[src/rtl/hex_to_sseg_pkg.sv]
// Segment constants shared by the hex-to-seven-segment decoder.
// Patterns are active-low, bit order {g,f,e,d,c,b,a}.
package hex_to_sseg_pkg;

  typedef logic [6:0] seg_t;
  typedef logic [7:0] sseg_t;

  localparam seg_t SSEG_0 = 7'h40;
  localparam seg_t SSEG_1 = 7'h79;
  localparam seg_t SSEG_2 = 7'h24;
  localparam seg_t SSEG_3 = 7'h30;
  localparam seg_t SSEG_4 = 7'h19;
  localparam seg_t SSEG_5 = 7'h12;
  localparam seg_t SSEG_6 = 7'h02;
  localparam seg_t SSEG_7 = 7'h78;
  localparam seg_t SSEG_8 = 7'h00;
  localparam seg_t SSEG_9 = 7'h10;
  localparam seg_t SSEG_A = 7'h08;
  localparam seg_t SSEG_B = 7'h03;
  localparam seg_t SSEG_C = 7'h46;
  localparam seg_t SSEG_D = 7'h21;
  localparam seg_t SSEG_E = 7'h06;
  localparam seg_t SSEG_F = 7'h0E;

  localparam sseg_t SSEG_BLANK  = 8'hFF;
  localparam sseg_t SSEG_ALL_ON = 8'h00;

endpackage

[src/rtl/hex_to_sseg_lut.sv]
// Combinational glyph table: hex digit to active-low {g..a} pattern.
// Letters use mixed-case glyphs A b C d E F.
module hex_to_sseg_lut
  import hex_to_sseg_pkg::*;
(
  input  logic [3:0] hex,
  output seg_t       seg
);

  always_comb begin
    seg = SSEG_8;
    case (hex)
      4'h0: seg = SSEG_0;
      4'h1: seg = SSEG_1;
      4'h2: seg = SSEG_2;
      4'h3: seg = SSEG_3;
      4'h4: seg = SSEG_4;
      4'h5: seg = SSEG_5;
      4'h6: seg = SSEG_6;
      4'h7: seg = SSEG_7;
      4'h8: seg = SSEG_8;
      4'h9: seg = SSEG_9;
      4'hA: seg = SSEG_A;
      4'hB: seg = SSEG_B;
      4'hC: seg = SSEG_C;
      4'hD: seg = SSEG_D;
      4'hE: seg = SSEG_E;
      4'hF: seg = SSEG_F;
      default: seg = SSEG_8;
    endcase
  end

endmodule

[src/rtl/hex_to_sseg.sv]
// Registered hex digit + decimal point driver for one common-anode digit.
// Optional lamp_test port is enabled by HEX_TO_SSEG_LAMP_TEST_EN.
module hex_to_sseg
  import hex_to_sseg_pkg::*;
(
  input  logic       clk,
  input  logic       reset,
`ifdef HEX_TO_SSEG_LAMP_TEST_EN
  input  logic       lamp_test,
`endif
  input  logic [3:0] hex,
  input  logic       dp,
  output logic [7:0] sseg
);

  seg_t  seg;
  sseg_t sseg_d;

  hex_to_sseg_lut u_lut (
    .hex (hex),
    .seg (seg)
  );

  always_comb begin
    sseg_d = {~dp, seg};
`ifdef HEX_TO_SSEG_LAMP_TEST_EN
    if (lamp_test) sseg_d = SSEG_ALL_ON;
`endif
  end

  // Output register keeps the pin pattern glitch-free; reset blanks the digit.
  always_ff @(posedge clk or posedge reset) begin
    if (reset) sseg <= SSEG_BLANK;
    else       sseg <= sseg_d;
  end

endmodule

[config.mk]
export PLATFORM = sky130hd
export DESIGN_NAME = hex_to_sseg
export DESIGN_NICKNAME = d
export VERILOG_FILES = /design/src/rtl/hex_to_sseg_pkg.sv /design/src/rtl/hex_to_sseg_lut.sv /design/src/rtl/hex_to_sseg.sv
export SDC_FILE = /design/constraint.sdc
export NUM_CORES = 1
export LEC_CHECK = 0
export CORE_AREA = 2 2 39 41
export CTS_BUF_LIST = sky130_fd_sc_hd__clkbuf_8
export CTS_CLUSTER_DIAMETER = 50
export CTS_CLUSTER_SIZE = 20
export DETAILED_ROUTE_END_ITERATION = 12
export DIE_AREA = 0 0 41 43
export GPL_ROUTABILITY_DRIVEN = 0
export GPL_TIMING_DRIVEN = 0
export PLACE_DENSITY_LB_ADDON = 0.3
export SLEW_MARGIN = 10
export SYNTH_ARGS = -nofsm -noshare
export SYNTH_HDL_FRONTEND = slang
export SYNTH_SLANG_ARGS = --single-unit
[constraint.sdc]
create_clock -name clk -period 0.8 [get_ports clk]
set_input_delay 0.12 -clock clk [delete_from_list [all_inputs] [get_ports clk]]
set_output_delay 0.12 -clock clk [all_outputs]
set_load 0.02 [all_outputs]
==> results of run 1 <==
-- per-layer routing --
metal | GRT usage, % | wire (um) | vias up
met5 | 0 | 0 | -
met4 | 11.3 | 27 | 0
met3 | 1.57 | 80 | 4
met2 | 17.5 | 459 | 20
met1 | 13.3 | 318 | 177
li1 | - | - | 188
-- power by group through the flow --
stage	logic [W]	registers [W]	clock network (W)
after floorplan	0.000125	0.000526	0
after global placement	0.000306	0.000475	0
after detailed placement	0.000309	0.000478	0
after CTS	0.000351	0.000482	0.000475
after global routing	0.000389	0.000484	0.000489
final	0.000358	0.000481	0.000463
-- cell usage after synthesis --
cell,n,area share (%)
inv_1,5,3.8
dfstp_2,8,43
a32o_1,1,2.0
buf_2,1,1.0
a21oi_1,1,1.0
o21ai_0,2,2.0
nor2_1,5,3.8
and2b_2,1,1.8
mux4_1,1,5.3
nand2_1,1,0.76
a22o_1,2,3.6
ha_1,7,18
mux2_2,1,2.3
or3b_1,1,1.8
mux2i_1,4,8.1
buf_6,1,2.3
-- cell type report --
type,instances,share of cell area [%]
Multi-Input combinational cell,27,33.4
Tap cell,16,2.39
Inverter,5,5.67
Buffer,2,2.69
Timing Repair Buffer,21,25.8
Clock buffer,3,4.93
Sequential cell,8,25.1
-- cells by family after synthesis --
kind of cell,Yosys count
AND/OR/NAND/NOR,8
flip-flops,8
buffers and inverters,7
adder cells (fa/ha/maj),7
AO/OA/AOI/OAI,6
multiplexers,6
-- stage by stage --
step,std cells,power [W]
after floorplan,42,0.000651
after global routing,82,0.00136
after global placement,72,0.000781
after CTS,81,0.00131
final,82,0.00130
after detailed placement,72,0.000787
-- final timing paths --
kind	from	slack [ps]	endpoint
worst min-delay path	hex[3]	270	sseg[3]
max in group asynchronous	reset	400	sseg[4]
worst max-delay path	sseg[3]	-180	sseg[3]
min in group asynchronous	reset	370	sseg[0]
-- what timing repair did --
item / 4_1_cts / 5_1_grt
buffers inserted: 6 / 1
setup endpoints to repair: 15 / 14
hold buffers: 0 / 0
resized for setup: 73 / 3
pin swaps: 1 / 1
-- cells in the final DEF, fill, tap and decap left out --
master,Yosys,layout
a21oi_1,1,1
a22o_1,2,2
a32o_1,1,1
and2b_2,1,1
buf_12,0,2
buf_2,1,1
buf_4,0,7
buf_6,1,10
clkbuf_8,0,3
clkdlybuf4s50_1,0,2
dfstp_2,8,8
dlygate4sd2_1,0,1
ha_1,7,3
ha_2,0,2
ha_4,0,2
inv_1,5,2
inv_12,0,1
inv_16,0,1
inv_2,0,1
mux2_2,1,1
mux2i_1,4,4
mux4_2,0,1
nand2_1,1,1
nor2_1,5,5
o21ai_0,2,1
o21ai_2,0,1
or3b_4,0,1
==> results.cfg, run 1 <==
[run_status]
status = complete, but fails checks
violations = negative setup slack

[drt]
dr.first_iter.drc_count = 3
routedWlPerCell_um = 10.8
viasPerCell = 4.74
ant_nets = 0
wl_um = 886
vias = 389
post-route-drc-count = 0
drtPass1Iterations = 4

[grt]
antenna_found_initial = 0
grt_start_max_net_pins = 9
grt.overflow.total = 0
grt_usage_pct = 11.8
grt_pass1_vias = 330
grt_pass1_wl_um = 1370

[timing]
setup_tns_ps = -1500
max_freq_ghz = 1.02
worst_slew_pin_slew_ps = 263
period_needed_ps = 977
hold_viol = 0
post-route-period-util_pct = 122
slew_violations = 0
slew_headroom_pct = 82.5
fin_ws_ps = -177
rsz0062_at_grt = yes
finalSetupViolCount = 10
finalHoldWorstSlack_ps = 274

[logic_synthesis]
syn-num-nets = 56
netlist_area_um2 = 493
ys_seq_elements = 8
synth-simple-area-share_pct = 8.12
synth.distinct_cells = 16
synth-xor-area-share_pct = 0
synth_top_family_by_area = adder cells
synth_cells = 42
synth_compound_area_share_pct = 8.63
avgSynthCellArea_um2 = 11.7
synth_mux_area_share_pct = 15.7
synthAdderAreaFrac_pct = 17.8
ys_warn_count = 0
ys_seq_area_share_pct = 42.6

[setup_path]
path_max_fanout = 1
cp-end-kind = output pin
cp-start-kind = register
crit_family = flip-flops
critPathKind = register to output pin
critPathSlowestCell = dfstp_2
arrival_ps = 860
path_cells = buf_6
cp_slowest_stage_delay_ps = 520
required_ps = 680
cp_num_buf_inv = 1
crit_cells = 1

[pwr]
clockPowerShare_pct = 35.5
combPwrFrac_pct = 27.5
internal_power_w = 0.000987
peakVddDrop_v = 0.000585
power_frac_seq_pct = 37.0
p_sw_share_pct = 24.1
power_per_cell_area_mw_per_mm2 = 1550
leakage_nw = 0.388
power.net_switching_w = 0.000314

[worst_hold_path]
hp-class = primary input to register
hold_depth = 2

[final_layout]
reg_top3 = sseg (8)
regMostFlops = sseg
fin_util_pct = 60.6
area_growth_pct = 70.1
seq_area_um2 = 210
layout-drive-gt1-share_pct = 65.2
multi_input_area_um2 = 280
stdcell_area_um2 = 838
largest_reg_flops = 8
nNetsFinal = 82
antennaDiodeCount = 0
fillerInstances = 126

[die]
initial_utilization_pct = 35.6
core_area_mm2 = 0.00138
die_h_um = 43
io_pins = 15
num_rows = 14
die_w_um = 41
dieArea_mm2 = 0.00176

[place]
place_area_um2 = 706
place_worst_setup_slack_ps = -1090
hpwl_um = 648
io_buffer_count = 14

[clock_network]
root_buffer = clkbuf_8
clockBufferDepth = 2
ctsHtreeMaxLevel = 1
cts_buffers = 3
path_clk_slew_ps = 40
cts_tree = yes
clock-sinks = 8

[flow_run]
maxCapViolCount = 0
Power figures use the tool's default switching activity.
==> run 2: changes to the inputs <==
--- a/config.mk
+++ b/config.mk
@@ -7,7 +7,7 @@
 export LEC_CHECK = 0
 export CORE_AREA = 2 2 39 41
 export CTS_BUF_LIST = sky130_fd_sc_hd__clkbuf_8
-export CTS_CLUSTER_DIAMETER = 50
+export CTS_CLUSTER_DIAMETER = 40
 export CTS_CLUSTER_SIZE = 20
 export DETAILED_ROUTE_END_ITERATION = 12
 export DIE_AREA = 0 0 41 43
==> constraint.sdc (replaced) <==
create_clock -name clk -period 1.3 [get_ports clk]
set_input_delay 0.195 -clock clk [delete_from_list [all_inputs] [get_ports clk]]
set_output_delay 0.195 -clock clk [all_outputs]
set_load 0.02 [all_outputs]
==> run 2 against run 1 <==
  * The flow now finishes without violations
  * Clock-buffer cell count did not move
  * Die area did not move
  * Global-route usage fell by 0.20 points
  * First-iteration DRC count rose by 33%
  * Non-clock buffer count fell by 3
  * Clock power fell by 38%
  * Sequential share of layout area rose by 3.9 points
  * Critical endpoint is now sseg[1]
  * Highest routed layer unchanged
==> results.cfg, run 2 (same netlist as run 1, synthesis figures left out) <==
[clock_network]
path_clk_slew_ps = 40
clockBufferDepth = 2
root_buffer = clkbuf_8
cts_tree = yes
ctsHtreeMaxLevel = 1
cts_buffers = 3
clock-sinks = 8
holdBufCountCts = 0

[grt]
grt_pass1_vias = 324
antenna_found_initial = 0
grt_usage_pct = 11.6
grt_pass1_wl_um = 1280
grt_start_max_net_pins = 11
grt.overflow.total = 0

[place]
place_worst_setup_slack_ps = -550
hpwl_um = 591
io_buffer_count = 14

[final_layout]
reg_top3 = sseg (8)
seq_area_um2 = 210
layout-drive-gt1-share_pct = 36.5
nNetsFinal = 79
mostFrequentLayoutCells = dlygate4sd2_1 (8), dfstp_2 (8), ha_1 (6)
fin_util_pct = 52.4
antennaDiodeCount = 0
largest_reg_flops = 8
area_growth_pct = 47.2
fillerInstances = 134
multi_input_area_um2 = 250
regMostFlops = sseg

[setup_path]
cp_num_buf_inv = 1
path_max_fanout = 1
path_cells = dlygate4sd2_1
required_ps = 1110
cp-start-kind = register
critPathSlowestCell = dfstp_2
crit_family = flip-flops
cp_slowest_stage_delay_ps = 500
arrival_ps = 1050
critPathKind = register to output pin
cp-end-kind = output pin

[drt]
dr.first_iter.drc_count = 4
routedWlPerCell_um = 9.89
post-route-drc-count = 0
ant_nets = 0
vias = 356
drtPass1Iterations = 3
wl_um = 781
viasPerCell = 4.51

[pwr]
power_w = 0.000740
leakage_nw = 0.364
power.net_switching_w = 0.000174
p_sw_share_pct = 23.5
clockPowerShare_pct = 38.7
peakVddDrop_v = 0.000343
internal_power_w = 0.000566
combPwrFrac_pct = 22.2
power_frac_seq_pct = 39.1
power_per_cell_area_mw_per_mm2 = 1020

[die]
die_w_um = 41
num_rows = 14
core_area_mm2 = 0.00138
dieArea_mm2 = 0.00176
io_pins = 15
die_h_um = 43
initial_utilization_pct = 35.6

[flow_run]
maxCapViolCount = 0

[timing]
post-route-period-util_pct = 95.6
finalHoldWorstSlack_ps = 327
hold_viol = 0
period_needed_ps = 1240
slew_headroom_pct = 82.8
slew_violations = 0
rsz0062_at_grt = no
max_freq_ghz = 0.805
finalSetupViolCount = 0
worst_slew_pin_slew_ps = 258
fin_ws_ps = 57.4

[worst_hold_path]
hp-class = primary input to register

[run_status]
status = finished clean
## run 2: what timing repair did
| action | 4_1_cts | 5_1_grt |
|---|---|---|
| setup endpoints to repair | 13 | 2 |
| buffers inserted | 2 | 2 |
| cloned | 0 | 0 |
| gates resized for setup | 13 | 3 |
## run 2: layer usage
layer	routed length [um]	part of all wire, %	track usage [%]	vias to the layer above
li1	-	-	-	185
met1	338	43	13.0	152
met2	335	43	15.0	15
met3	68	8.7	3.14	4
met4	38	4.9	14.0	0
met5	0	0	0	-
## run 2: final timing paths
check / startpoint / endpoint / slack (ps) / depth (start not counted)
worst min-delay path: hex[1] / sseg[1] / 330 / 2
worst max-delay path: sseg[1] / sseg[1] / 60 / 1
max in group asynchronous: reset / sseg[4] / 830 / 2
min in group asynchronous: reset / sseg[3] / 440 / 2
## run 2: final cells by class
type                       instances  share of cell area [%]
multi-input combinational         27                    34.5
tap                               16                    2.76
buffer                             2                    2.24
timing repair buffer              18                    23.3
inverter                           5                    2.59
clock buffer                       3                    5.69
sequential                         8                    29.0
## run 2: power by group through the flow
stage / registers, W / logic, W / clock network, W
floorplan: 0.000324 / 0.0000644 / 0
global placement: 0.000293 / 0.000168 / 0
detailed placement: 0.000293 / 0.000168 / 0
CTS: 0.000290 / 0.000157 / 0.000289
global route: 0.000291 / 0.000182 / 0.000317
finish: 0.000289 / 0.000164 / 0.000287
## run 2: metrics by stage
step	area, um2	TNS [ps]	std cells
floorplan	493	0	42
finish	726	0	79
CTS	699	0	77
global placement	653	-2450	72
global route	726	0	79
detailed placement	653	-2510	72
